File: config.mk
export PLATFORM = sky130hd
export DESIGN_NAME = linear_layer_start_fifo_srl
export DESIGN_NICKNAME = d
export VERILOG_FILES = /design/src/rtl/linear_layer_start_fifo_srl.sv
export SDC_FILE = /design/constraint.sdc
export NUM_CORES = 1
export LEC_CHECK = 0
export CAP_MARGIN = 5
export CORE_AREA = 2 2 39 41
export CTS_CLUSTER_SIZE = 24
export DETAILED_ROUTE_END_ITERATION = 16
export DIE_AREA = 0 0 41 43
export MAX_ROUTING_LAYER = met4
export PLACE_DENSITY_LB_ADDON = 0.15
export SLEW_MARGIN = 20
export SYNTH_ARGS = -nofsm -noshare
export SYNTH_HDL_FRONTEND = slang
export SYNTH_SLANG_ARGS = --single-unit
File: constraint.sdc
create_clock -name ap_clk -period 1.5 [get_ports ap_clk]
set_input_delay 0.3 -clock ap_clk [delete_from_list [all_inputs] [get_ports ap_clk]]
set_output_delay 0.3 -clock ap_clk [all_outputs]
set_load 0.03 [all_outputs]
File: src/rtl/linear_layer_start_fifo_srl.sv
// Start-token FIFO around an inline shift-register store: tracks the head pointer and flags.
// Define LINEAR_START_FIFO_LEVEL_EN to add the registered occupancy output if_num_data_valid.
module linear_layer_start_fifo_srl #(
  parameter int unsigned DATA_WIDTH = 1,
  parameter int unsigned ADDR_WIDTH = 1,
  parameter int unsigned DEPTH      = 2
) (
  input  logic                  ap_clk,
  input  logic                  ap_rst_n,
  output logic                  if_full_n,
  input  logic                  if_write_ce,
  input  logic                  if_write,
  input  logic [DATA_WIDTH-1:0] if_din,
  output logic                  if_empty_n,
  input  logic                  if_read_ce,
  input  logic                  if_read,
`ifdef LINEAR_START_FIFO_LEVEL_EN
  output logic [ADDR_WIDTH:0]   if_num_data_valid,
`endif
  output logic [DATA_WIDTH-1:0] if_dout
);

  localparam int unsigned PtrW = ADDR_WIDTH + 1;

  logic [DATA_WIDTH-1:0] mem_q [DEPTH];
  logic [PtrW-1:0]       ptr_q, ptr_d;
  logic                  full_n_q, full_n_d;
  logic                  empty_n_q, empty_n_d;
  logic                  push, pop;

  assign push = if_write & if_write_ce & full_n_q;
  assign pop  = if_read & if_read_ce & empty_n_q;

  always_comb begin
    ptr_d     = ptr_q;
    full_n_d  = full_n_q;
    empty_n_d = empty_n_q;
    if (push && !pop) begin
      ptr_d     = ptr_q + PtrW'(1);
      empty_n_d = 1'b1;
      if (ptr_q == PtrW'(DEPTH - 2)) full_n_d = 1'b0;
    end else if (pop && !push) begin
      ptr_d    = ptr_q - PtrW'(1);
      full_n_d = 1'b1;
      if (ptr_q == '0) empty_n_d = 1'b0;
    end
  end

  always_ff @(posedge ap_clk or negedge ap_rst_n) begin
    if (!ap_rst_n) begin
      ptr_q     <= '1;
      full_n_q  <= 1'b1;
      empty_n_q <= 1'b0;
    end else begin
      ptr_q     <= ptr_d;
      full_n_q  <= full_n_d;
      empty_n_q <= empty_n_d;
    end
  end

  // Storage carries no reset; emptiness is tracked solely by ptr/empty_n.
  always_ff @(posedge ap_clk) begin
    if (push) begin
      mem_q[0] <= if_din;
      for (int i = 1; i < int'(DEPTH); i++) mem_q[i] <= mem_q[i-1];
    end
  end

  always_comb begin
    if_dout = '0;
    if (empty_n_q) begin
      for (int i = 0; i < int'(DEPTH); i++) begin
        if (ptr_q[ADDR_WIDTH-1:0] == ADDR_WIDTH'(i)) if_dout = mem_q[i];
      end
    end
  end

  assign if_full_n  = full_n_q;
  assign if_empty_n = empty_n_q;

`ifdef LINEAR_START_FIFO_LEVEL_EN
  logic [ADDR_WIDTH:0] level_q, level_d;

  always_comb begin
    level_d = level_q;
    if (push && !pop)      level_d = level_q + PtrW'(1);
    else if (pop && !push) level_d = level_q - PtrW'(1);
  end

  always_ff @(posedge ap_clk or negedge ap_rst_n) begin
    if (!ap_rst_n) level_q <= '0;
    else           level_q <= level_d;
  end

  assign if_num_data_valid = level_q;
`endif

  // Legal pointer range is -1 (empty) through DEPTH-1 (full).
  ptr_range_a: assert property (@(posedge ap_clk) disable iff (!ap_rst_n)
    (int'($signed(ptr_q)) >= -1) && (int'($signed(ptr_q)) <= int'(DEPTH) - 1));

endmodule
==> results of run 1 <==
## cells by family (layout without fill, tap and decap cells)
kind of cell	after synthesis	after routing	synth area share
AOI/OAI and AO/OA	3	3	0.0683
adders and majority gates	3	3	0.120
DFF	6	6	0.526
muxes	2	2	0.0803
buffers and inverters	3	21	0.0361
xor gates and xnor gates	3	3	0.0844
and+or+nand+nor	5	5	0.0844
## final timing paths
path,from,endpoint,slack (ns)
worst max-delay path,ptr_q[0],if_dout,-0.005
worst min-delay path,ap_rst_n,if_empty_n,0.25
worst max register to register,if_full_n,if_empty_n,0.06
worst min register to register,mem_q[0][0],mem_q[0][1],0.49
max in group asynchronous,ap_rst_n,ptr_q[0],1.00
min in group ap_clk,mem_q[0][0],mem_q[0][1],0.49
## flip-flops by register name (all words and copies together), names as in the netlist
signal	count
if_empty_n	1
if_full_n	1
ptr_q	2
mem_q	2
## metrics by stage
| step | setup WS, ns | power, W | instance area [um2] |
|---|---|---|---|
| finish | -0.00493 | 0.000350 | 515 |
| global route | -0.0559 | 0.000374 | 515 |
| CTS | -0.0196 | 0.000360 | 500 |
| detailed placement | -0.334 | 0.000190 | 465 |
| global placement | -0.321 | 0.000190 | 465 |
| floorplan | -0.0637 | 0.000172 | 330 |
## repair_timing
item                       4_1_cts  5_1_grt
setup buffers                    1        0
pin swaps                        1        0
cloned                           0        0
resized for setup                5        3
setup endpoints to repair        3        2
## worst register-to-register path: cells and delay by family, from the launching register on
kind / cells / cell delay [ns]
adder cells (fa/ha/maj): 1 / 0.27
AND/OR/NAND/NOR: 1 / 0.09
AO/OA/AOI/OAI: 1 / 0.10
flip-flops: 1 / 0.56
multiplexers: 1 / 0.30
## placed cells by master, fill, tap and decap left out
cell type / Yosys / layout
clkbuf_1: 0 / 1
clkbuf_4: 0 / 3
mux2_4: 1 / 1
xnor2_1: 1 / 1
dfstp_2: 3 / 3
dlygate4sd2_1: 0 / 3
nor2_2: 1 / 1
nand3_4: 0 / 1
inv_2: 0 / 2
dfrtp_2: 0 / 1
ha_1: 3 / 2
edfxtp_1: 2 / 2
xor2_1: 2 / 2
ha_4: 0 / 1
inv_1: 3 / 1
clkdlybuf4s50_1: 0 / 4
nor2_1: 1 / 1
a21oi_1: 2 / 2
buf_4: 0 / 7
mux2i_1: 1 / 1
nand3_2: 0 / 1
o21bai_4: 0 / 1
nor2b_1: 1 / 1
## per-layer routing
| layer | share of wire | wire length (um) | up-vias | track usage |
|---|---|---|---|---|
| li1 | - | - | 117 | - |
| met1 | 0.42 | 264 | 114 | 0.0930 |
| met2 | 0.49 | 312 | 8 | 0.147 |
| met3 | 0.091 | 58 | 0 | 0.0628 |
| met4 | 0 | 0 | 0 | 0.0400 |
| met5 | 0 | 0 | - | - |
## power groups by stage
stage               Clock (W)  Combinational [W]  Sequential (W)
finish               0.000163          0.0000175        0.000170
floorplan                   0       0.0000000707        0.000172
detailed placement          0          0.0000180        0.000172
global placement            0          0.0000178        0.000172
CTS                  0.000174          0.0000168        0.000170
global route         0.000185          0.0000190        0.000169
## final cells by class
type / count / area, um2 / area share
inverter: 3 / 11.3 / 0.0218
tap: 16 / 20.0 / 0.0388
multi-input combinational: 16 / 174 / 0.337
clock buffer: 4 / 26.3 / 0.0510
sequential: 6 / 165 / 0.320
timing repair buffer: 14 / 119 / 0.231
==> results.toml, run 1 <==
[run_status]
status = "complete, but fails checks"
violations = "setup timing"

[logic_synthesis]
ys_seq_area_frac = 0.526
yosysTopAreaCell = "dfstp_2"
synth-edff-count = 2
synth_async_sr_flop_share = 0.667
yosysWarnings = 0
synth_common_cells = "3 x dfstp_2, 3 x ha_1, 3 x inv_1"
yosys.area.top_type_share = 0.253
synth_ff_type = "dfstp_2"
synthesis.nets = 35
ys_ff_latch = 6
avgSynthCellArea_um2 = 12.5
syn_inst = 25
synthesis.area_um2 = 312
synth.distinct_cells = 15
synth_area_leaders = "dfstp_2 25%, edfxtp_1 19%, ha_1 12%"

[worst_setup_path]
critPathTopFamily = "flip-flops"
cp_data_arrival_time_ns = 1.20
slowest_delay_ns = 0.54
endpoint_kind = "output pin"
slowest_stage = "dfstp_2"
critPathMaxFanout = 2
crit_chain = "mux2i_1 > nor2b_1 > buf_4"
critical_path_depth = 3
start_kind = "register"
critical_path_class = "register to output pin"
critPathRequiredTime_ns = 1.20
crit_buf_inv = 1
reg2regPathDepth = 4

[floorplan]
core_um2 = 1380
dieHeight_um = 43
fp.dieW_um = 41
rows = 14
initial_core_util = 0.225
num_io_pins = 10
die-area_um2 = 1760

[pwr]
sw_frac_of_total = 0.193
internal_power_w = 0.000283
p_clk_frac = 0.466
seqPwrFrac = 0.484
combPwrFrac = 0.050
p_sw_w = 0.0000676
power_density_nw_per_um2 = 679
ir_worst_vdd_mv = 0.311
total_leakage_power_nw = 0.230

[clocking]
cts_root_buf = "clkbuf_4"
cts_made_buffers = 3
ctsLongestPathBuffers = 2
cts_tree = "done"
clk_pin_slew_ns = 0.05
htreeDepth = 1
clk-insertion-delay-late_ns = 0.25
cts.sinks = 6
hold_buffers = 0

[drt]
drtAntennaViolNets = 0
drtIter0Drc = 1
wl_um = 635
drc = 0
route.vias.total = 239
wl_per_cell_um = 10.8
post_drt_via_cell_ratio = 4.05
firstDrtPassIters = 2

[final_layout]
diodes = 0
drive_gt1_frac = 0.512
synthToLayoutAreaGrowth_pct = 65.5
nFillCells = 150
finalNonFillerCells = 59
fin_util = 0.373
nNetsFinal = 54

[timing]
max_freq_ghz = 0.664
rsz0062_at_grt = "true"
worstMarginPinSlew_ns = 0.299
setup-tns-final_ns = -0.00493
fin_skew_ns = 0.0112
fin_crit_sh = 1.00
setup_ws_ns = -0.00493
setup_violations = 1
holdWs_ns = 0.253
hold_violations = 0
slew_headroom = 0.801
fin_crit_ns = 1.50
drv_slew = 0

[place]
place_congestion = 0.739
port_buffers = 9
hpwl_um = 507
dp.cells = 54

[flow_run]
maxCapViolCount = 0

[global_routing]
grt_max_degree = 5
gr-usage-all-layers = 0.0967
grt_overflow = 0
first_global_vias = 265
grt_antenna_before_repair = 0
grt_first_pass_wirelength_um = 1050

[hold_path]
hold_path.class = "input pin to async pin"
No activity file was read; power rests on OpenSTA's default activity.
==> inputs of run 2 (changes only) <==
--- a/config.mk
+++ b/config.mk
@@ -12,6 +12,7 @@
 export DIE_AREA = 0 0 41 43
 export MAX_ROUTING_LAYER = met4
 export PLACE_DENSITY_LB_ADDON = 0.15
+export REMOVE_ABC_BUFFERS = 1
 export SLEW_MARGIN = 20
 export SYNTH_ARGS = -nofsm -noshare
 export SYNTH_HDL_FRONTEND = slang
==> constraint.sdc (replaced) <==
create_clock -name ap_clk -period 1.35 [get_ports ap_clk]
set_input_delay 0.27 -clock ap_clk [delete_from_list [all_inputs] [get_ports ap_clk]]
set_output_delay 0.27 -clock ap_clk [all_outputs]
set_load 0.03 [all_outputs]
==> results.toml, run 2 (synthesized netlist as in run 1, its figures left out) <==
[worst_setup_path]
cp_data_arrival_time_ns = 1.18
critPathMaxFanout = 2
start_kind = "register"
critPathRequiredTime_ns = 1.08
slowest_stage = "dfstp_2"
r2r_start = "if_full_n"
reg2reg_to = "if_empty_n"
endpoint_kind = "output pin"
crit_chain = "mux2i_1 > nor2b_1 > buf_4"
reg2regPathDepth = 4
r2r_slack_ns = -0.09
slowest_delay_ns = 0.54
critical_path_class = "register to output pin"

[timing]
setup_ws_ns = -0.104
setup_violations = 2
holdWs_ns = 0.238
drv_slew = 0
fin_skew_ns = 0.000655
fin_crit_sh = 1.08
max_freq_ghz = 0.688
worstMarginPinSlew_ns = 0.218
slew_headroom = 0.854
hold_violations = 0
rsz0062_at_grt = "true"
fin_crit_ns = 1.45

[drt]
route.vias.total = 241
drtAntennaViolNets = 0
wl_per_cell_um = 11.4
post_drt_via_cell_ratio = 3.95
firstDrtPassIters = 1
drtIter0Drc = 0
wl_um = 695
drc = 0

[place]
port_buffers = 9
place_congestion = 0.727
post-place-ws_ns = -0.442
post_dp_cell_area_um2 = 454
hpwl_um = 512

[floorplan]
dieHeight_um = 43
fp.dieW_um = 41
num_io_pins = 10
rows = 14
core_um2 = 1380
initial_core_util = 0.225
die-area_um2 = 1760

[clocking]
ctsLongestPathBuffers = 2
hold_buffers = 0
cts_tree = "done"
clk-insertion-delay-late_ns = 0.25
htreeDepth = 1
cts.sinks = 6
clk_pin_slew_ns = 0.05
cts_made_buffers = 3
cts_root_buf = "clkbuf_4"

[flow_run]
maxCapViolCount = 0

[final_layout]
fin_util = 0.419
drive_gt1_frac = 0.644
final_common_cell = "buf_4"
diodes = 0
nFillCells = 132
nNetsFinal = 56
synthToLayoutAreaGrowth_pct = 85.9
top_regs = "mem_q: 2 flops, ptr_q: 2 flops"
finalInstanceArea_um2 = 579
layout_common_cells = "7 x buf_4, 4 x clkdlybuf4s50_1, 3 x ha_4, 3 x clkbuf_4, 3 x dfstp_2"

[pwr]
power_density_nw_per_um2 = 686
total_leakage_power_nw = 0.243
power_w = 0.000397
ir_worst_vdd_mv = 0.407

[global_routing]
grt_antenna_before_repair = 0
grt_max_degree = 5
grt_first_pass_wirelength_um = 1150
grt_overflow = 0
first_global_vias = 280
gr-usage-all-layers = 0.112

[run_status]
status = "complete, but fails checks"
violations = "setup timing"

[hold_path]
hold_path.class = "input pin to async pin"
run 2: changes by cell type in the layout (fill, tap and decap cells not counted), sizes merged:
cell	change
buf	+3
dlygate4sd2	-1
run 2: area by class of cell:
cell class,count,area [um2],area share
clock buffer,4,26.3,0.0454
timing repair buffer,16,138,0.238
inverter,3,13.8,0.0238
sequential,6,165,0.285
multi-input combinational,16,216,0.374
tap,16,20.0,0.0346
run 2: through the flow:
stage / setup TNS [ns] / cells
2_1_floorplan: -0.409 / 25
3_3_place_gp: -1.10 / 55
3_5_place_dp: -1.20 / 55
4_1_cts: -0.195 / 61
5_1_grt: -0.296 / 61
6_report: -0.198 / 61
run 2: worst max-delay path by stage:
stage                    start         end  cells after the start
floorplan            if_full_n  if_empty_n                      4
global placement       if_read  if_empty_n                      6
detailed placement  if_read_ce  if_empty_n                      6
CTS                   ptr_q[0]     if_dout                      3
global route          ptr_q[0]     if_dout                      3
finish                ptr_q[0]     if_dout                      3
run 2: worst max-delay path: cells and delay by family, from the launching register on:
kind	cells	cell delay, ns
buffers and inverters	1	0.16
AND/OR/NAND/NOR	1	0.06
flip-flops	1	0.54
multiplexers	1	0.18
run 2: what timing repair did:
item,CTS,global route
pin swaps,5,1
gates resized for setup,16,9
setup buffers,2,0
endpoints found under the setup margin,4,6
hold endpoints to repair,0,0
run 2: metal layers:
metal,global-route usage,part of all wire
met1,0.111,0.42
met2,0.166,0.53
met3,0.0785,0.049
met4,0.0400,0
met5,-,0
run 2: power by group:
part / leakage, nW / internal [W] / switching [W]
clock network: 0.0150 / 0.000113 / 0.0000752
registers: 0.0612 / 0.000188 / 0
logic: 0.167 / 0.0000135 / 0.00000770
